--- src/rtl/axi_arb_pkg.sv ---
// -----------------------------------------------------------------------------
// axi_arb_pkg
// Shared types and constants for the AXI master arbiter:
//   - arb_state_e : two-state address-channel FSM (ARB / HOLD)
//   - legal ranges for the master count and the write-order queue depth
//   - wrap_inc    : modulo increment used for round-robin and queue pointers
// -----------------------------------------------------------------------------
package axi_arb_pkg;

  typedef enum logic {
    ARB  = 1'b0,
    HOLD = 1'b1
  } arb_state_e;

  localparam int M_NUM_MIN    = 2;
  localparam int M_NUM_MAX    = 16;
  localparam int WQ_DEPTH_MIN = 2;
  localparam int WQ_DEPTH_MAX = 16;

  // Increment v modulo n; n need not be a power of two.
  function automatic int wrap_inc(input int v, input int n);
    return (v + 1 >= n) ? 0 : v + 1;
  endfunction

endpackage

--- src/rtl/axi_arb_picker.sv ---
// -----------------------------------------------------------------------------
// axi_arb_picker
// Combinational winner selection: the first asserted request found searching
// upward from i_ptr, wrapping past M_NUM-1 back to 0. With i_ptr tied to 0
// this degenerates to lowest-index-wins fixed priority.
// Ports:
//   i_req [M_NUM]   : request vector
//   i_ptr [M_WIDTH] : search start index (always < M_NUM)
//   o_idx [M_WIDTH] : winning index, 0 when nothing requests
//   o_any           : at least one request is asserted
// -----------------------------------------------------------------------------
module axi_arb_picker #(
  parameter  int M_NUM   = 3,
  localparam int M_WIDTH = $clog2(M_NUM)
) (
  input  logic [M_NUM-1:0]   i_req,
  input  logic [M_WIDTH-1:0] i_ptr,
  output logic [M_WIDTH-1:0] o_idx,
  output logic               o_any
);

  // One spare bit so ptr + offset cannot overflow before the wrap subtract.
  localparam int            CW    = M_WIDTH + 1;
  localparam logic [CW-1:0] NUM_C = CW'(M_NUM);

  logic [CW-1:0] w_cand;

  always_comb begin
    // NOTE: every output gets a default before the search loop, so no path
    // through the block leaves a value unassigned and no latch is inferred.
    o_idx  = '0;
    o_any  = 1'b0;
    w_cand = '0;
    for (int k = 0; k < M_NUM; k++) begin
      w_cand = {1'b0, i_ptr} + CW'(k);
      if (w_cand >= NUM_C) w_cand = w_cand - NUM_C;
      if (!o_any && i_req[w_cand[M_WIDTH-1:0]]) begin
        o_any = 1'b1;
        o_idx = w_cand[M_WIDTH-1:0];
      end
    end
  end

endmodule

--- src/rtl/axi_rr_master_arbiter.sv ---
// -----------------------------------------------------------------------------
// axi_rr_master_arbiter
// Address-channel arbiter for M_NUM AXI masters sharing one slave port.
//   AW / AR : two-state FSM each. In ARB the winner is combinational (0-cycle
//             latency); once a granted VALID stalls on !READY the winner is
//             locked (HOLD) until the handshake completes.
//   W       : a write-order queue records the AW winner on every AW handshake;
//             its head steers W and is popped on the W beat carrying LAST.
//   B / R   : destination index is the master field of the returned ID.
// Build option: define AXI_ARB_ROUND_ROBIN_EN for round-robin arbitration
// (search starts one past the last handshaken master, per channel). Without
// it arbitration is fixed priority, lowest index wins.
// Ports:
//   clk, rstn                         : clock, synchronous active-low reset
//   MASTER_WR/RD_ADDR_VALID [M_NUM]   : per-master AW / AR requests
//   BUS_WR_ADDR_VALID/READY           : muxed AW handshake
//   BUS_WR_DATA_VALID/READY/LAST      : muxed W handshake
//   BUS_RD_ADDR_VALID/READY           : muxed AR handshake
//   BUS_WR/RD_BACK_ID                 : B / R channel IDs
//   wr/rd_addr_master_sel, _grant     : AW / AR source index and grant
//   wr_data_master_sel, _sel_valid    : W source index and its validity
//   wr_resp/rd_data_master_sel        : B / R destination index
//   wq_count                          : write-order queue occupancy
// -----------------------------------------------------------------------------
module axi_rr_master_arbiter
  import axi_arb_pkg::*;
#(
  parameter  int M_ID     = 2,
  parameter  int M_NUM    = 3,
  parameter  int WQ_DEPTH = 4,
  localparam int M_WIDTH  = $clog2(M_NUM),
  localparam int WQ_CW    = $clog2(WQ_DEPTH + 1)
) (
  input  logic                      clk,
  input  logic                      rstn,
  input  logic [M_NUM-1:0]          MASTER_WR_ADDR_VALID,
  input  logic [M_NUM-1:0]          MASTER_RD_ADDR_VALID,
  input  logic                      BUS_WR_ADDR_VALID,
  input  logic                      BUS_WR_ADDR_READY,
  input  logic                      BUS_WR_DATA_VALID,
  input  logic                      BUS_WR_DATA_READY,
  input  logic                      BUS_WR_DATA_LAST,
  input  logic                      BUS_RD_ADDR_VALID,
  input  logic                      BUS_RD_ADDR_READY,
  input  logic [M_ID+M_WIDTH-1:0]   BUS_WR_BACK_ID,
  input  logic [M_ID+M_WIDTH-1:0]   BUS_RD_BACK_ID,
  output logic [M_WIDTH-1:0]        wr_addr_master_sel,
  output logic [M_WIDTH-1:0]        rd_addr_master_sel,
  output logic                      wr_addr_grant,
  output logic                      rd_addr_grant,
  output logic [M_WIDTH-1:0]        wr_data_master_sel,
  output logic                      wr_data_sel_valid,
  output logic [M_WIDTH-1:0]        wr_resp_master_sel,
  output logic [M_WIDTH-1:0]        rd_data_master_sel,
  output logic [WQ_CW-1:0]          wq_count
);

  if (M_NUM < M_NUM_MIN || M_NUM > M_NUM_MAX) begin : g_bad_m_num
    $error("axi_rr_master_arbiter: M_NUM out of range");
  end
  if (WQ_DEPTH < WQ_DEPTH_MIN || WQ_DEPTH > WQ_DEPTH_MAX) begin : g_bad_wq_depth
    $error("axi_rr_master_arbiter: WQ_DEPTH out of range");
  end

  localparam int               QPW     = $clog2(WQ_DEPTH);
  localparam logic [WQ_CW-1:0] WQ_FULL = WQ_CW'(WQ_DEPTH);

  arb_state_e         r_aw_state, r_ar_state;
  logic [M_WIDTH-1:0] r_aw_win, r_ar_win;
  logic [M_WIDTH-1:0] w_aw_pick, w_ar_pick, w_aw_ptr, w_ar_ptr;
  logic               w_aw_any, w_ar_any;
  logic               w_aw_hs, w_ar_hs;

  logic [M_WIDTH-1:0] r_wq_mem [WQ_DEPTH];
  logic [QPW-1:0]     r_wq_wr, r_wq_rd;
  logic [WQ_CW-1:0]   r_wq_count;
  logic               w_wq_empty, w_wq_full, w_push, w_pop, w_aw_blocked;

  // Low ID bits carry the master-local ID and are not needed here.
  logic w_unused_id;
  assign w_unused_id = ^{BUS_WR_BACK_ID, BUS_RD_BACK_ID};

  // ---------------------------------------------------------------- pickers
  axi_arb_picker #(.M_NUM(M_NUM)) u_aw_picker (
    .i_req (MASTER_WR_ADDR_VALID),
    .i_ptr (w_aw_ptr),
    .o_idx (w_aw_pick),
    .o_any (w_aw_any)
  );

  axi_arb_picker #(.M_NUM(M_NUM)) u_ar_picker (
    .i_req (MASTER_RD_ADDR_VALID),
    .i_ptr (w_ar_ptr),
    .o_idx (w_ar_pick),
    .o_any (w_ar_any)
  );

  // ------------------------------------------------------ write-order queue
  assign w_wq_empty = (r_wq_count == '0);
  assign w_wq_full  = (r_wq_count == WQ_FULL);
  assign w_pop      = BUS_WR_DATA_VALID && BUS_WR_DATA_READY && BUS_WR_DATA_LAST
                      && !w_wq_empty;
  assign w_push     = w_aw_hs;
  // A LAST beat retiring this cycle frees the slot the new AW needs, so a full
  // queue can still take an AW in the same cycle as a pop.
  assign w_aw_blocked = w_wq_full && !w_pop;

  always_ff @(posedge clk) begin
    if (!rstn) begin
      r_wq_wr    <= '0;
      r_wq_rd    <= '0;
      r_wq_count <= '0;
    end else begin
      if (w_push) r_wq_wr <= QPW'(wrap_inc(int'(r_wq_wr), WQ_DEPTH));
      if (w_pop)  r_wq_rd <= QPW'(wrap_inc(int'(r_wq_rd), WQ_DEPTH));
      case ({w_push, w_pop})
        2'b10:   r_wq_count <= r_wq_count + 1'b1;
        2'b01:   r_wq_count <= r_wq_count - 1'b1;
        default: ;
      endcase
    end
  end

  // NOTE: queue storage has no reset; an entry is only ever read while the
  // occupancy count says it was written, so stale contents are never visible.
  always_ff @(posedge clk) begin
    if (w_push) r_wq_mem[r_wq_wr] <= wr_addr_master_sel;
  end

  assign wq_count           = r_wq_count;
  assign wr_data_sel_valid  = !w_wq_empty;
  assign wr_data_master_sel = w_wq_empty ? '0 : r_wq_mem[r_wq_rd];

  // ------------------------------------------------------ address channels
  assign wr_addr_master_sel = (r_aw_state == HOLD) ? r_aw_win : w_aw_pick;
  assign wr_addr_grant      = (r_aw_state == HOLD) ? 1'b1 : (w_aw_any && !w_aw_blocked);
  assign rd_addr_master_sel = (r_ar_state == HOLD) ? r_ar_win : w_ar_pick;
  assign rd_addr_grant      = (r_ar_state == HOLD) ? 1'b1 : w_ar_any;

  assign w_aw_hs = wr_addr_grant && BUS_WR_ADDR_VALID && BUS_WR_ADDR_READY;
  assign w_ar_hs = rd_addr_grant && BUS_RD_ADDR_VALID && BUS_RD_ADDR_READY;

  always_ff @(posedge clk) begin
    if (!rstn) begin
      r_aw_state <= ARB;
      r_aw_win   <= '0;
    end else begin
      case (r_aw_state)
        ARB:  if (wr_addr_grant && BUS_WR_ADDR_VALID && !BUS_WR_ADDR_READY) begin
                r_aw_state <= HOLD;
                r_aw_win   <= w_aw_pick;
              end
        HOLD: if (w_aw_hs) r_aw_state <= ARB;
      endcase
    end
  end

  always_ff @(posedge clk) begin
    if (!rstn) begin
      r_ar_state <= ARB;
      r_ar_win   <= '0;
    end else begin
      case (r_ar_state)
        ARB:  if (rd_addr_grant && BUS_RD_ADDR_VALID && !BUS_RD_ADDR_READY) begin
                r_ar_state <= HOLD;
                r_ar_win   <= w_ar_pick;
              end
        HOLD: if (w_ar_hs) r_ar_state <= ARB;
      endcase
    end
  end

`ifdef AXI_ARB_ROUND_ROBIN_EN
  logic [M_WIDTH-1:0] r_aw_ptr, r_ar_ptr;

  // The search restarts one past whoever completed the last handshake.
  always_ff @(posedge clk) begin
    if (!rstn) begin
      r_aw_ptr <= '0;
      r_ar_ptr <= '0;
    end else begin
      if (w_aw_hs) r_aw_ptr <= M_WIDTH'(wrap_inc(int'(wr_addr_master_sel), M_NUM));
      if (w_ar_hs) r_ar_ptr <= M_WIDTH'(wrap_inc(int'(rd_addr_master_sel), M_NUM));
    end
  end

  assign w_aw_ptr = r_aw_ptr;
  assign w_ar_ptr = r_ar_ptr;
`else
  assign w_aw_ptr = '0;
  assign w_ar_ptr = '0;
`endif

  // ------------------------------------------------------ response routing
  assign wr_resp_master_sel = BUS_WR_BACK_ID[M_ID +: M_WIDTH];
  assign rd_data_master_sel = BUS_RD_BACK_ID[M_ID +: M_WIDTH];

endmodule

--- config.mk ---
export PLATFORM = sky130hd
export DESIGN_NAME = axi_rr_master_arbiter
export DESIGN_NICKNAME = d
export VERILOG_FILES = /design/src/rtl/axi_arb_pkg.sv /design/src/rtl/axi_arb_picker.sv /design/src/rtl/axi_rr_master_arbiter.sv
export SDC_FILE = /design/constraint.sdc
export NUM_CORES = 1
export LEC_CHECK = 0
export BUFFER_PORTS_ARGS = -buffer_cell sky130_fd_sc_hd__buf_2
export CORE_UTILIZATION = 53
export CTS_BUF_LIST = sky130_fd_sc_hd__clkbuf_16
export CTS_CLUSTER_DIAMETER = 40
export CTS_CLUSTER_SIZE = 30
export DETAILED_ROUTE_END_ITERATION = 6
export PLACE_DENSITY_LB_ADDON = 0.05
export SLEW_MARGIN = 25
export SYNTH_ARGS = -nofsm -noshare
export SYNTH_HDL_FRONTEND = slang
export SYNTH_HIERARCHICAL = 1
export SYNTH_SLANG_ARGS = --single-unit
--- constraint.sdc ---
create_clock -name clk -period 3.5 [get_ports clk]
set_clock_uncertainty 0.15 [all_clocks]
set_input_delay 0.35 -clock clk [delete_from_list [all_inputs] [get_ports clk]]
set_output_delay 0.35 -clock clk [all_outputs]
set_load 0.03 [all_outputs]
After elaboration in Yosys (flattened, before gate mapping). Memories as Yosys holds them, arrays and structs flattened. A register that Yosys moved wholly into a read port is not among the register bits. Cells that the tools add are included. W data, S select, Z words.

Bits in registers: 13. Memory bits (writable): 8. Bits of input ports: 23. Memories kept: 1.

Memories: r_wq_mem (words 4, bits a word 2, rd ports 1, clocked after Yosys merged registers in 1, write ports 1, line axi_rr_master_arbiter.sv:74) `logic [M_WIDTH-1:0] r_wq_mem [WQ_DEPTH];`.

Add/subtract/negate cells: 4. $lt $le $gt $ge: 2. Equal/unequal tests: 3. Multiplexer cells: 28. Bitwise gates (word level): 2. Reduce and logical (&&, ||, !) cells: 28.

Operators with widths (number): $mux W2 (9); $mux W1 (16); $logic_and A1 B1 Y1 (15); $logic_not A1 Y1 (9); $add A2 B1 Y3 const B (2); $ge A3 B3 Y1 const B (2); $pmux W3 S2 (1); $pmux W1 S2 (2); $reduce_and A2 Y1 (2); $add A3 B1 Y3 const B (1); $eq A3 B3 Y1 const B (1); $logic_not A3 Y1 (1); $sub A3 B1 Y3 const B (1); $eq A2 B1 Y1 const B (1); $eq A2 B2 Y1 const B (1); $not A1 Y1 (2); $reduce_bool A2 Y1 (1).

Longest topological paths before layout. Gate-level depths: netlist of the first run.

Word-level depth: 13. Depth in mapped cells: 14. Gate-level depth less buffers: 14.

Cells and area by module. Netlist of the first run, hierarchy kept.

Modules (own cells, without submodules): axi_rr_master_arbiter (instances 1, cells each 105, area each 1146.1 µm²); axi_arb_picker (instances 2, cells each 26, area each 200.2 µm²).

Worst setup path after synthesis of the first run. Ideal clock, no wire load.

Path kind: input to register. From: in MASTER_WR_ADDR_VALID[0]. To: reg r_wq_count[2] (netlist: wq_count[2]). Setup time: 0.070 ns. Arrival: 2.618 ns. Required time: 3.280 ns. Path slack: 0.662 ns. Stages: 12. Path through: mux2i_1 > o21ai_1 > or3_2 > o211ai_1 > a41oi_2 > inv_1 > ha_1 > inv_1 > fa_1 > xor2_1 > or3_1 > a21oi_1.

Longest elaborated chain between the ends: 13.

Ends and longest elaborated chain: start, declared (line axi_rr_master_arbiter.sv:36) `input logic [M_NUM-1:0] MASTER_WR_ADDR_VALID,`; $mux W1 * (line axi_arb_picker.sv:37) `if (!o_any && i_req[w_cand[M_WIDTH-1:0]]) begin`; $logic_not A1 Y1 (line axi_arb_picker.sv:37); $logic_and A1 B1 Y1 (line axi_arb_picker.sv:37); $mux W1 * (line axi_arb_picker.sv:37); $logic_not A1 Y1 (line axi_arb_picker.sv:37); $logic_and A1 B1 Y1 (line axi_arb_picker.sv:37); $mux W1 * (line axi_arb_picker.sv:37); via w_aw_any (line axi_rr_master_arbiter.sv:71) `logic w_aw_any, w_ar_any;`; $logic_and A1 B1 Y1 * (line axi_rr_master_arbiter.sv:136) `assign wr_addr_grant = (r_aw_state == HOLD) ? 1'b1 : (w_aw_any && !w_aw_blocked);`; $mux W1 * (line axi_rr_master_arbiter.sv:136); $logic_and A1 B1 Y1 * (2 in series) (line axi_rr_master_arbiter.sv:140) `assign w_aw_hs = wr_addr_grant && BUS_WR_ADDR_VALID && BUS_WR_ADDR_READY;`; $eq A2 B1 Y1 / $eq A2 B2 Y1 (equally long branches) (line axi_rr_master_arbiter.sv:116) `case ({w_push, w_pop})`; $pmux W3 S2 / $reduce_bool A2 Y1 (equally long branches); end signal, assigned (line axi_rr_master_arbiter.sv:117) `2'b10: r_wq_count <= r_wq_count + 1'b1;`; end signal, assigned (line axi_rr_master_arbiter.sv:118) `2'b01: r_wq_count <= r_wq_count - 1'b1;`; end, declared (line axi_rr_master_arbiter.sv:76) `logic [WQ_CW-1:0] r_wq_count;`.

Mark *: on every way through the listed nets, which the timed path passes. The rest lies on a longest branch. A chain may end at the register's enable or synchronous reset.

Worst setup path after layout of the first run. Ends and elaborated chain as after synthesis.

==> flow_results.org, run 1 <==
** Logic synthesis
- Simple-gate portion of the synthesized area :: around 18%
- Counting flops with an async set or reset pin after synthesis yields a share of 0%.
- Cells after synthesis :: 157
- Fraction of synthesized area in multiplexers :: 16.2%
- FF+latch count, synth :: 23
- Summed over its instances, the top area cell type makes up 19.4% of the synthesized netlist area.
- Top FF cell, synth :: sky130_fd_sc_hd__dfxtp_1
- Of the total synthesized cell area, the portion taken by XOR and XNOR cells is between 1 and 1.5%.
- Synth warn :: 6
- The biggest area contributor in the post-synthesis netlist is sky130_fd_sc_hd__dfxtp_1.
- Average cell area after synthesis :: 9.85 sq um
- Yosys mapped the design onto 41 distinct sky130hd cell types.
- Summing the areas of all fa, ha and maj instances in the mapped netlist gives 11.0% of the synthesized area.
- The synthesized design contains 8 enable-type register cells.
- Fraction of the mapped netlist area in compound gates :: a little under an eighth
- In this run the cell area of the synthesized design comes to 1550 sq um.
- Area contributors post-synth :: sky130_fd_sc_hd__dfxtp_1 19%, sky130_fd_sc_hd__edfxtp_1 16%, sky130_fd_sc_hd__mux2i_1 10%, sky130_fd_sc_hd__ha_1 9.7%, sky130_fd_sc_hd__inv_1 3.9%
- Sequential cell area fraction in the yosys report :: 35.0%
- By area, the combinational part of the netlist is dominated by simple AND/OR/NAND/NOR gates.

** STA
- # setup viols final :: 0
- For this run, the top clock speed supported by timing is 0.343 GHz.
- Setup slack closes at 0.583 ns.
- Number of endpoints with negative hold slack in the final report :: 0
- Setup tns final :: 0 ns
- Setup repair after global routing left no endpoint under its margin.
- Fin crit share :: between 80% and 90%
- Slew Limit Fails :: 0
- Min Hold Slack :: 0.135 ns
- Tmin final :: 2.92 ns

** Floorplan
- During I/O placement, the number of pins put on the boundary was 39.
- The core region is 2760 sq um.
- Count of standard-cell rows :: 19
- The die covers 3140 sq um.
- Die width :: about 56 microns
- Starting density of the core :: approximately 56%
- From bottom edge to top edge, the die measures 56.0 microns.

** GRT
- In the global route stage, overall resource usage came out at 18.8%.
- Pin count of the biggest net entering global routing :: 14
- Global route total overflow :: 0
- Via count of the first global-routing pass :: 1,147
- Number of antenna violations at the first check in global routing :: 0
- The first global-routing pass estimated roughly 4700 microns of wire.

** Finish
- The top cell types in the final layout, fill and taps aside, are 26 x sky130_fd_sc_hd__buf_2, 16 x sky130_fd_sc_hd__inv_1, 16 x sky130_fd_sc_hd__mux2i_1, 15 x sky130_fd_sc_hd__dfxtp_1, 12 x sky130_fd_sc_hd__ha_1.
- Number of cells in the finished layout apart from fillers :: around 220
- Diodes inserted :: 0
- The library cell used most frequently in the layout, excluding fill and tap cells, is sky130_fd_sc_hd__buf_2.
- In the final layout, the share of cells above drive strength 1 is a little under a quarter.
- Final Util :: 65.1%
- Synth-to-Final Area Change :: 16.0%
- The net count of the finished layout is 228.

** Clock tree
- The clock net in this run drives a total of 23 sinks.
- After clock tree synthesis, the repair step resized 0 gates.
- The number of clock buffers added by TritonCTS is 3.
- Depth of the CTS H-tree :: 1
- CTS placed an instance of sky130_fd_sc_hd__clkbuf_16 at the clock tree root.
- Worst-path clk slew :: 0.06 ns
- Clock tree from TritonCTS :: done
- The later pin in the worst-skew pair is clocked with a latency of 0.25 ns.
- Maximum count of clock buffers along a single path :: 2
- # hold bufs at CTS :: 0
- Number of setup buffers added after CTS :: 0

** Worst setup path
- Slowest CP cell :: sky130_fd_sc_hd__or3_2
- STA classifies the critical path startpoint as an input pin.
- On the worst path, the slowest cell contributes a delay of 0.56 ns.
- Crit Path Category :: input pin to register
- STA classifies the critical path endpoint as a register.
- For the worst setup path, the data arrival time is 2.96 ns.
- For the worst setup path, the data required time is 3.54 ns.
- In this run the worst path has a maximum fanout of 7.
- In this design, the critical path's most frequently occurring cell is sky130_fd_sc_hd__inv_1.
- Crit path cell chain :: buf_2 > mux2i_1 > o21ai_1 > or3_2 > o211ai_1 > a41oi_2 > inv_1 > ha_1 > inv_1 > fa_1 > xor2_1 > or3_1 > a21oi_1

** Drt
- Antenna Nets Post-Route :: 0
- For this block, the initial DRC count from the detailed router was 17.
- Post-detailed-routing wire length :: 2750 microns
- DRC violations left :: 0
- First drt pass iteration count :: 4
- In the routed layout, each cell is associated on average with a via count of between 5 and 6.
- Routed length per placed instance :: 12.4 microns
- The routed layout has roughly 1.2k vias.

** Outcome
- The run finished with clean final reports.

** Placed design
- IO Port Bufs :: 26
- Post-Place Cells :: 218
- At the end of routability-driven placement, the weighted congestion stood at between 0.7 and 0.8.
- Pre-CTS worst setup slack :: roughly 0.34 ns
- Hpwl dp :: 2140 microns

** Run
- Number of violations of the max-capacitance limit :: 0

** Power and ir drop
- Highest ir drop seen on vdd :: around 0.40 mV
- Cell Pwr Density :: roughly 410 nW/um^2
- Summed over all cells, the static leakage comes to 0.744 nW.

** Hold path
- In this run the worst hold path is classified as input pin to register.
==> cells by family after synthesis <==
logic type,Yosys count
AO/OA/AOI/OAI,27
XOR/XNOR,2
adder cells (fa/ha/maj),13
buffers and inverters,22
flip-flops,23
multiplexers,22
other,1
AND/OR/NAND/NOR,47
==> through the flow <==
step                      cell area (sq um)  power (mW)
after floorplan                        1580       0.458
after detailed placement               1710       0.495
after CTS                              1790       0.738
after global placement                 1710       0.488
final                                  1790       0.738
after global routing                   1790       0.774
==> path summary, 6_finish.rpt <==
kind / from / to / slack, ns / depth (start not counted)
max reg2reg: wq_count[0] / wq_count[2] / 1.02 / 9
min: BUS_RD_ADDR_READY / register / 0.13 / 2
max: MASTER_WR_ADDR_VALID[0] / wq_count[2] / 0.58 / 13
min reg2reg: r_aw_win[1] / r_aw_win[1] / 0.31 / 2
==> per-layer routing <==
layer	up-vias	global-route usage (%)	part of all wire [%]
met4	0	7.32	1.7
met2	23	34.9	50
met5	-	0	0
met3	6	2.33	3.5
li1	615	-	-
met1	548	21.6	45
==> area by class of cell <==
| type | count | area, sq um |
|---|---|---|
| clock buffers | 3 | 75.1 |
| repair buffers | 26 | 130 |
| multi-input cells | 121 | 941 |
| inverters | 17 | 63.8 |
| well taps | 31 | 38.8 |
| clock inverters | 1 | 5.00 |
| flip-flops and latches | 23 | 541 |
| fillers | 238 | 963 |
==> synth_stat cells (3+ instances only) <==
| master | number |
|---|---|
| sky130_fd_sc_hd__a211oi_1 | 3 |
| sky130_fd_sc_hd__a21o_1 | 3 |
| sky130_fd_sc_hd__a21oi_1 | 5 |
| sky130_fd_sc_hd__and2_1 | 6 |
| sky130_fd_sc_hd__buf_4 | 4 |
| sky130_fd_sc_hd__dfxtp_1 | 15 |
| sky130_fd_sc_hd__edfxtp_1 | 8 |
| sky130_fd_sc_hd__ha_1 | 12 |
| sky130_fd_sc_hd__inv_1 | 16 |
| sky130_fd_sc_hd__mux2_2 | 4 |
| sky130_fd_sc_hd__mux2i_1 | 16 |
| sky130_fd_sc_hd__nand2_1 | 8 |
| sky130_fd_sc_hd__nand3b_1 | 6 |
| sky130_fd_sc_hd__nor2_1 | 7 |
| sky130_fd_sc_hd__o21ai_0 | 5 |
| sky130_fd_sc_hd__o21ai_1 | 4 |
==> worst max-delay path, delay by kind of cell <==
| family | cells | cell delay [ns] |
|---|---|---|
| buffers and inverters | 3 | 0.30 |
| AND/OR/NAND/NOR | 2 | 0.87 |
| XOR/XNOR | 1 | 0.16 |
| AO/OA/AOI/OAI | 4 | 0.59 |
| adder cells (fa/ha/maj) | 2 | 0.55 |
| multiplexers | 1 | 0.13 |
==> power breakdown <==
part / switching [mW] / leakage, nW / internal (mW)
clock network: 0.0919 / 0.0409 / 0.154
registers: 0.0104 / 0.196 / 0.292
logic: 0.115 / 0.507 / 0.0755
No activity file was read; power rests on OpenSTA's default activity.
==> run 2: changes to the inputs <==
--- a/config.mk
+++ b/config.mk
@@ -5,6 +5,7 @@
 export SDC_FILE = /design/constraint.sdc
 export NUM_CORES = 1
 export LEC_CHECK = 0
+export ABC_AREA = 1
 export BUFFER_PORTS_ARGS = -buffer_cell sky130_fd_sc_hd__buf_2
 export CORE_UTILIZATION = 53
 export CTS_BUF_LIST = sky130_fd_sc_hd__clkbuf_16
==> constraint.sdc (replaced) <==
create_clock -name clk -period 3.05 [get_ports clk]
set_clock_uncertainty 0.15 [all_clocks]
set_input_delay 0.305 -clock clk [delete_from_list [all_inputs] [get_ports clk]]
set_output_delay 0.305 -clock clk [all_outputs]
set_load 0.03 [all_outputs]
==> run 2 against run 1 <==
Net effect:
- the flow now finishes with violations (design-rule violations)
- core utilization up 1.7 points
- first-iteration DRC count rose by 140%
- wire length up 5.7%
- critical endpoint unchanged
- cell count grew 39%
- critical path type unchanged
==> flow_results.org, run 2 <==
** Outcome
- Result of the run :: finished, violations left
- Violations in the final reports :: design-rule violations

** Hold path
- The number of instances on the worst hold path came to 3 (+1).
- Path category of the worst min-delay check :: input pin to register

** Logic synthesis
- The area of the mapped netlist came to 1660 sq um (+7.4%).
- Sequential cell area fraction in the yosys report :: 32.6% (-2.4 points)
- The number of warnings issued by yosys is 6 (unchanged).
- Average cell area after synthesis :: 6.80 sq um (-31%)
- Share of Yosys cell area claimed by the top area cell type :: 18.1% (-1.3 points)
- Area contributors post-synth :: sky130_fd_sc_hd__dfxtp_1 18%, sky130_fd_sc_hd__edfxtp_1 14%, sky130_fd_sc_hd__nand2_1 12%, sky130_fd_sc_hd__inv_1 11%, sky130_fd_sc_hd__ha_1 9.0%
- The post-synthesis instance total is 244 (+55%).
- Top FF cell, synth :: sky130_fd_sc_hd__dfxtp_1
- FF+latch count, synth :: 23 (unchanged)
- Count of flip-flops with a built-in enable after synthesis :: 8 (unchanged)
- Library cell with the largest summed area after synthesis :: sky130_fd_sc_hd__dfxtp_1
- Among all cell types in the netlist, the one instantiated most often is sky130_fd_sc_hd__nand2_1.
- Ys async rst share :: 0% (unchanged)
- Most frequent cells after synthesis :: 52 x sky130_fd_sc_hd__nand2_1, 49 x sky130_fd_sc_hd__inv_1, 24 x sky130_fd_sc_hd__nor2_1
- Number of library cell types mapped by synthesis :: 25 (-39%)

** Finish
- From synthesis to final layout, the design area changed by 14.8%.
- The area of combinational cells with multiple inputs was 917 sq um (-2.5%).
- The total inserted antenna cells came to 0 (unchanged).
- Top library cells by usage in the layout, fill and taps aside :: 52 x sky130_fd_sc_hd__nand2_1, 49 x sky130_fd_sc_hd__inv_1, 26 x sky130_fd_sc_hd__buf_2, 24 x sky130_fd_sc_hd__nor2_1, 20 x sky130_fd_sc_hd__o21ai_0
- Footprint of the flip-flops and latches :: 541 sq um (unchanged)
- Layout cells sized above 1 :: 16.2% (-6.8 points)
- The fill cell total of the finished layout came to 283 (+19%).
- The post-layout net count was 315 (+38%).
- Most frequent standard cell in the layout excluding fill and tap cells :: sky130_fd_sc_hd__nand2_1

** Worst setup path
- The worst setup path is captured at a register.
- The critical path ends at wq_count[2].
- STA classifies the critical path startpoint as an input pin.
- The required time at the worst-slack endpoint is 3.04 ns (-0.50 ns).
- The critical path is of the input pin to register type.
- Worst setup path start :: MASTER_WR_ADDR_VALID[0]
- The data arrival time of the critical path is 2.27 ns (-0.69 ns).
- Startpoint of the lowest-slack register-to-register path :: wq_count[0]
- The worst-case reg-to-reg path depth came to 12 (+3).
- The largest fanout on the critical path is 8 (+1).
- The worst register-to-register path ends at wq_count[2].
- The worst-case register-to-register setup slack came to 0.79 ns (-0.23 ns).

** Drt
- The post-detailed-route wirelength per cell is 9.41 microns (-24%).
- The number of iterations in the first detailed-routing pass is 6 (+2).
- Antenna Nets Post-Route :: 0 (unchanged)
- The remaining routing DRC violations was 1 (+1).
- The number of vias in the routed layout came to 1,470 (+23%).
- Per-cell via count in the routed design :: 4.76 (-11%)
- The total routed wirelength is 2910 microns (+5.7%).
- Violation count after the first detailed-routing iteration :: 41 (+24)

** Clock tree
- Number of setup buffers added after CTS :: 0 (unchanged)
- The total number of H-tree levels came to 1 (unchanged).
- Clock Sinks :: 23 (unchanged)
- TritonCTS built the clock tree.
- Buffer cell driving the clock tree root :: sky130_fd_sc_hd__clkbuf_16
- Insertion delay of the later-clocked pin in the worst-skew pair :: 0.25 ns (about the same)
- The cts-stage hold buffer count was 0 (unchanged).
- Number of buffers inserted during clock tree synthesis :: 3 (unchanged)
- Maximum count of clock buffers along a single path :: 2 (unchanged)
- Worst-path clk slew :: 0.06 ns (about the same)
- The number of cells upsized or downsized after cts came to 0 (unchanged).

** STA
- # setup viols final :: 0 (unchanged)
- Number of endpoints with negative hold slack in the final report :: 0 (unchanged)
- For the pin with the worst max-slew slack, the measured transition is 0.573 ns.
- Measured against its own limit, the worst slew margin works out to 61.4%.
- Setup tns final :: 0 ns (unchanged)
- Setup repair after global routing left no endpoint under its margin.
- The clock period could shrink to 2.28 ns.
- Fin crit share :: 74.7%
- The final number of max-transition violations was 0 (unchanged).
- Based on the critical path, the design can be clocked at up to 0.439 GHz.

** Power and ir drop
- The power density over the cells was 452 nW/um^2 (+9.8%).
- The worst voltage drop across the vdd grid is 0.232 mV (-41%).
- The total power draw was 0.861 mW (+17%).
- The leakage power of the design came to 0.983 nW (+32%).

** Placed design
- IO Port Bufs :: 26 (unchanged)
- Hpwl dp :: 2270 microns (+6.2%)
- The final weighted congestion in routability-driven placement is 0.781 (+0.58%).

** GRT
- The first-pass GRT wire length came to 5120 microns (+7.8%).
- The total global-route track usage is 19.3% (+0.52 points).
- The pin count of the biggest net entering global routing is 14 (unchanged).
- Number of antenna violations at the first check in global routing :: 0 (unchanged)
- The number of global-route vias before repair is 1,308 (+14%).
- Global route total overflow :: 0 (unchanged)

** Floorplan
- Die outline area :: 3360 sq um (+7.1%)
- Die width :: 58.0 microns (+3.5%)
- Number of placed I/O pins :: 39 (unchanged)
- Starting density of the core :: 58.2% (+2.1 points)
- Count of standard-cell rows :: 19 (unchanged)
- The height of the die is 58.0 microns (+3.5%).
- Core Area :: 2850 sq um (+3.4%)

** Run
- Number of violations of the max-capacitance limit :: 0 (unchanged)
[run 2: cell count changes in the layout (fill, tap and decap cells not counted), moves of 4 or more]
| cell | before | now |
|---|---|---|
| sky130_fd_sc_hd__nand3b_1 | 6 | 0 |
| sky130_fd_sc_hd__inv_1 | 16 | 49 |
| sky130_fd_sc_hd__and2_1 | 6 | 0 |
| sky130_fd_sc_hd__o21ai_1 | 4 | 0 |
| sky130_fd_sc_hd__mux2_2 | 4 | 0 |
| sky130_fd_sc_hd__o21ai_0 | 5 | 20 |
| sky130_fd_sc_hd__nand3_1 | 2 | 18 |
| sky130_fd_sc_hd__mux2i_1 | 16 | 0 |
| sky130_fd_sc_hd__nand2_1 | 8 | 52 |
| sky130_fd_sc_hd__a21oi_1 | 5 | 12 |
| sky130_fd_sc_hd__nor2_1 | 7 | 24 |
[run 2: final cells by class]
class	count	share of cell area (%)
clock buffers	3	3.94
multi-input cells	172	48.1
well taps	31	2.04
flip-flops and latches	23	28.4
repair buffers	26	6.83
clock inverters	1	0.263
inverters	53	10.4
[run 2: through the flow]
stage | instances | utilization (%) | setup WS (ns) | instance area [sq um] | hold slack [ns]
2_1_floorplan | 253 | - | 0.708 | 1690 | 0.274
3_3_place_gp | 305 | 64.0 | 0.532 | 1830 | 0.291
3_5_place_dp | 305 | 64.0 | 0.490 | 1830 | 0.294
4_1_cts | 309 | 66.8 | 0.766 | 1910 | 0.186
5_1_grt | 309 | 66.8 | 0.525 | 1910 | 0.199
6_report | 309 | 66.8 | 0.772 | 1910 | 0.184
[run 2: cell families (layout without fill, tap and decap cells)]
| logic type | after synthesis | after routing | share of synthesized area, % |
|---|---|---|---|
| AO/OA/AOI/OAI | 38 | 38 | 12.9 |
| buffers and inverters | 58 | 83 | 14.2 |
| adder cells (fa/ha/maj) | 13 | 13 | 10.2 |
| AND/OR/NAND/NOR | 111 | 111 | 29.8 |
| other | 1 | 10 | 0.226 |
| flip-flops | 23 | 23 | 32.6 |
[run 2: routing by layer]
metal	wire length, microns	up-vias	share of wire, %	GRT usage (%)
li1	-	818	-	-
met4	40	0	1.4	7.14
met2	1450	24	50	36.9
met1	1350	624	46	21.8
met5	0	-	0	0
met3	65	4	2.2	2.01
[run 2: critical path, stage by stage]
cell and delay [ns]:
sky130_fd_sc_hd__buf_2 0.11, sky130_fd_sc_hd__nand2_1 0.06, sky130_fd_sc_hd__nand3_1 0.08, sky130_fd_sc_hd__nand2_2 0.08
sky130_fd_sc_hd__nand2_1 0.06, sky130_fd_sc_hd__or2_1 0.22, sky130_fd_sc_hd__inv_1 0.11, sky130_fd_sc_hd__o21ai_4 0.09
sky130_fd_sc_hd__nand3_4 0.12, sky130_fd_sc_hd__ha_1 0.16, sky130_fd_sc_hd__inv_1 0.06, sky130_fd_sc_hd__fa_1 0.38
sky130_fd_sc_hd__a21oi_1 0.14, sky130_fd_sc_hd__o21ai_0 0.11, sky130_fd_sc_hd__o21ai_0 0.15, sky130_fd_sc_hd__a21oi_1 0.05
[run 2: how the worst min path moves through the flow]
stage | from | to
final | BUS_RD_ADDR_VALID | register
after global routing | BUS_RD_ADDR_VALID | register
after CTS | BUS_RD_ADDR_VALID | register
after detailed placement | r_ar_win[0] | r_ar_win[0]
after global placement | r_ar_win[0] | r_ar_win[0]
after floorplan | r_ar_win[0] | r_ar_win[0]
[run 2: power breakdown]
group | switching [mW] | internal [mW]
Sequential | 0.00991 | 0.337
Clock | 0.106 | 0.176
Combinational | 0.154 | 0.0769
Total | 0.271 | 0.591
==> run 3: changes to the inputs <==
--- a/config.mk
+++ b/config.mk
@@ -5,9 +5,9 @@
 export SDC_FILE = /design/constraint.sdc
 export NUM_CORES = 1
 export LEC_CHECK = 0
-export ABC_AREA = 1
+export ABC_AREA = 0
 export BUFFER_PORTS_ARGS = -buffer_cell sky130_fd_sc_hd__buf_2
-export CORE_UTILIZATION = 53
+export CORE_UTILIZATION = 48
 export CTS_BUF_LIST = sky130_fd_sc_hd__clkbuf_16
 export CTS_CLUSTER_DIAMETER = 40
 export CTS_CLUSTER_SIZE = 30
==> constraint.sdc (replaced) <==
create_clock -name clk -period 1.8 [get_ports clk]
set_clock_uncertainty 0.15 [all_clocks]
set_input_delay 0.18 -clock clk [delete_from_list [all_inputs] [get_ports clk]]
set_output_delay 0.18 -clock clk [all_outputs]
set_load 0.03 [all_outputs]
==> run 3 against run 2 <==
Net effect:
- register-to-register slack worse by 1.1 ns
- wire length rose by 13%
- the run ends with negative setup slack left
- non-clock buffer count rose by 26
- via count down 9.7%
- clock power grew 67%
- global-route usage is 0.31 points higher
- sequential share of layout area fell by 3.3 points
- power grew 84%
==> flow_results.org, run 3 (same netlist as run 1, synthesis figures left out) <==
** Floorplan
- DIE HEIGHT :: 58.8 microns (+1.4%)
- Die width :: 58.8 microns (+1.4%)
- The floorplan core area was 3050 sq um (+7.0%).
- Starting density of the core :: 50.7% (-7.5 points)
- The number of placed I/O pins came to 39 (unchanged).
- The die area is 3450 sq um (+2.7%).
- Count of standard-cell rows :: 20 (+1)

** Placed design
- Pre-CTS worst setup slack :: -0.875 ns (-1.37 ns)
- The placed cell count is 252 (-17%).
- The count of buffers from port buffering was 26 (unchanged).
- Weighted congestion at the end of routability-driven global placement :: 0.839 (+7.4%)
- Hpwl dp :: 2540 microns (+12%)
- The placed standard-cell area came to 1930 sq um (+5.6%).

** Worst setup path
- Maximum net fanout on the critical path :: 2 (-6)
- The data arrival time of the critical path came to 2.38 ns (+0.11 ns).
- STA classifies the critical path endpoint as a register.
- The required time at the worst-slack endpoint was 1.84 ns (-1.20 ns).
- Crit Path Category :: input pin to register
- The worst-case register-to-register setup slack was -0.30 ns (-1.09 ns).
- STA classifies the critical path startpoint as an input pin.

** Finish
- The top cell types in the final layout, fill and taps aside, are 22 x sky130_fd_sc_hd__buf_2, 22 x sky130_fd_sc_hd__buf_4, 14 x sky130_fd_sc_hd__inv_1, 14 x sky130_fd_sc_hd__dfxtp_1, 12 x sky130_fd_sc_hd__mux2i_1.
- The post-layout net count is 254 (-19%).
- Relative to the synthesized area, the layout overhead comes to 40.5%.
- The post-route standard cell area excluding fillers came to 2170 sq um (+14%).
- The total inserted antenna cells is 0 (unchanged).
- The post-route non-filler standard cell count is 261 (-16%).
- The share of final-layout standard cells stronger than drive strength 1 is 40.6% (+24 points).

** STA
- RSZ-0062 raised after global routing :: yes
- The final-report setup violation count was 2 (+2).
- Fin crit share :: 130%
- The minimum setup slack in the final design was -0.543 ns (-1.31 ns).
- Based on the critical path, the design can be clocked at up to 0.427 GHz.
- Subtracting the final worst setup slack from the clock period gives approximately 2.3 ns.
- The final number of max-transition violations is 0 (unchanged).
- The aggregate negative setup slack came to -0.910 ns (-0.910 ns).
- The hold violation count in the final report is 0 (unchanged).

** Clock tree
- Maximum count of clock buffers along a single path :: 2 (unchanged)
- Clock tree from TritonCTS :: done
- Depth of the CTS H-tree :: 1 (unchanged)
- The clock latency of the later-clocked register in the worst-skew pair came to 0.25 ns (about the same).
- Worst-path clk slew :: 0.06 ns (about the same)
- Number of buffers inserted during clock tree synthesis :: 3 (unchanged)
- Clock Sinks :: 23 (unchanged)
- Buffer cell driving the clock tree root :: sky130_fd_sc_hd__clkbuf_16

** Outcome
- The checks that failed: negative setup slack.
- The flow ran to the end, but the final reports show violations.

** Drt
- The antenna violation net count after detailed routing was 0 (unchanged).
- The initial detailed-routing violation count was 38 (-7.3%).
- Post-detailed-routing wire length :: 3280 microns (+13%)
- Vias after detailed routing :: 1,328 (-9.7%)
- The post-detailed-route wirelength per cell is 12.6 microns (+34%).
- First drt pass iteration count :: 4 (-2)
- The remaining routing DRC violations is 0 (-1).
- The routed via count divided by cell count is 5.09 (+7.0%).

** Power and ir drop
- The total power draw was 1.58 mW (+84%).
- Highest ir drop seen on vdd :: 0.505 mV (+120%)
- The leakage power of the design is 0.910 nW (-7.4%).
- Cell Pwr Density :: 728 nW/um^2 (+61%)

** GRT
- The number of global-route vias before repair came to 1,282 (-2.0%).
- Number of antenna violations at the first check in global routing :: 0 (unchanged)
- Wire length of the first global-routing pass :: 5260 microns (+2.8%)
- The final global-route overflow total came to 0 (unchanged).
- The total global-route track usage came to 19.6% (+0.31 points).
- The pin count of the biggest net entering global routing came to 14 (unchanged).

** Hold path
- Path category of the worst min-delay check :: input pin to register

** Run
- Number of violations of the max-capacitance limit :: 0 (unchanged)
[run 3: critical path, stage by stage]
cell                       delay [ns]
sky130_fd_sc_hd__buf_6           0.09
sky130_fd_sc_hd__mux2i_1         0.14
sky130_fd_sc_hd__o21ai_1         0.10
sky130_fd_sc_hd__or3_4           0.37
sky130_fd_sc_hd__o211ai_1        0.23
sky130_fd_sc_hd__a41oi_2         0.07
sky130_fd_sc_hd__inv_2           0.09
sky130_fd_sc_hd__ha_4            0.13
sky130_fd_sc_hd__inv_2           0.03
sky130_fd_sc_hd__fa_2            0.33
sky130_fd_sc_hd__xor2_1          0.15
sky130_fd_sc_hd__or3_1           0.32
sky130_fd_sc_hd__a21oi_2         0.13
[run 3: repair_timing]
action,in CTS,in global routing
pin swaps,8,6
hold buffers,2,0
endpoints found under the hold margin,1,0
gates resized for setup,13,18
endpoints found under the setup margin,7,10
buffers inserted,3,1
[run 3: routing by layer]
| layer | track usage, % | up-vias | routed length, microns |
|---|---|---|---|
| li1 | - | 671 | - |
| met5 | 0 | - | 0 |
| met2 | 38.1 | 20 | 1770 |
| met3 | 1.98 | 4 | 61 |
| met4 | 4.42 | 0 | 25 |
| met1 | 22.7 | 633 | 1430 |
[run 3: cell type report]
cell class | count | area (sq um)
Sequential cell | 23 | 544
Fill cell | 247 | 881
Timing Repair Buffer | 52 | 363
Clock inverter | 1 | 5.00
Inverter | 17 | 63.8
Tap cell | 44 | 55.1
Multi-Input combinational cell | 121 | 1070
Clock buffer | 3 | 75.1
[run 3: stage by stage]
stage                     hold WS, ns  utilization (%)
final                          0.0282             71.1
after CTS                      0.0288             68.9
after floorplan                 0.126                -
after global placement          0.210             63.1
after detailed placement        0.210             63.1
after global routing           0.0309             71.1
[run 3: worst paths after layout]
kind,from,endpoint,cells past startpoint
setup / recovery,MASTER_WR_ADDR_VALID[2],wq_count[2],13
hold / removal,BUS_WR_ADDR_VALID,register,2
setup reg to reg,wq_count[0],wq_count[2],9
hold reg to reg,r_aw_win[1],r_aw_win[1],2
[run 3: report_power, final]
| group | leakage, nW | total, mW | switching, mW | internal, mW |
|---|---|---|---|---|
| Clock | 0.0409 | 0.474 | 0.176 | 0.298 |
| Sequential | 0.197 | 0.585 | 0.0190 | 0.566 |
| Combinational | 0.672 | 0.522 | 0.271 | 0.250 |
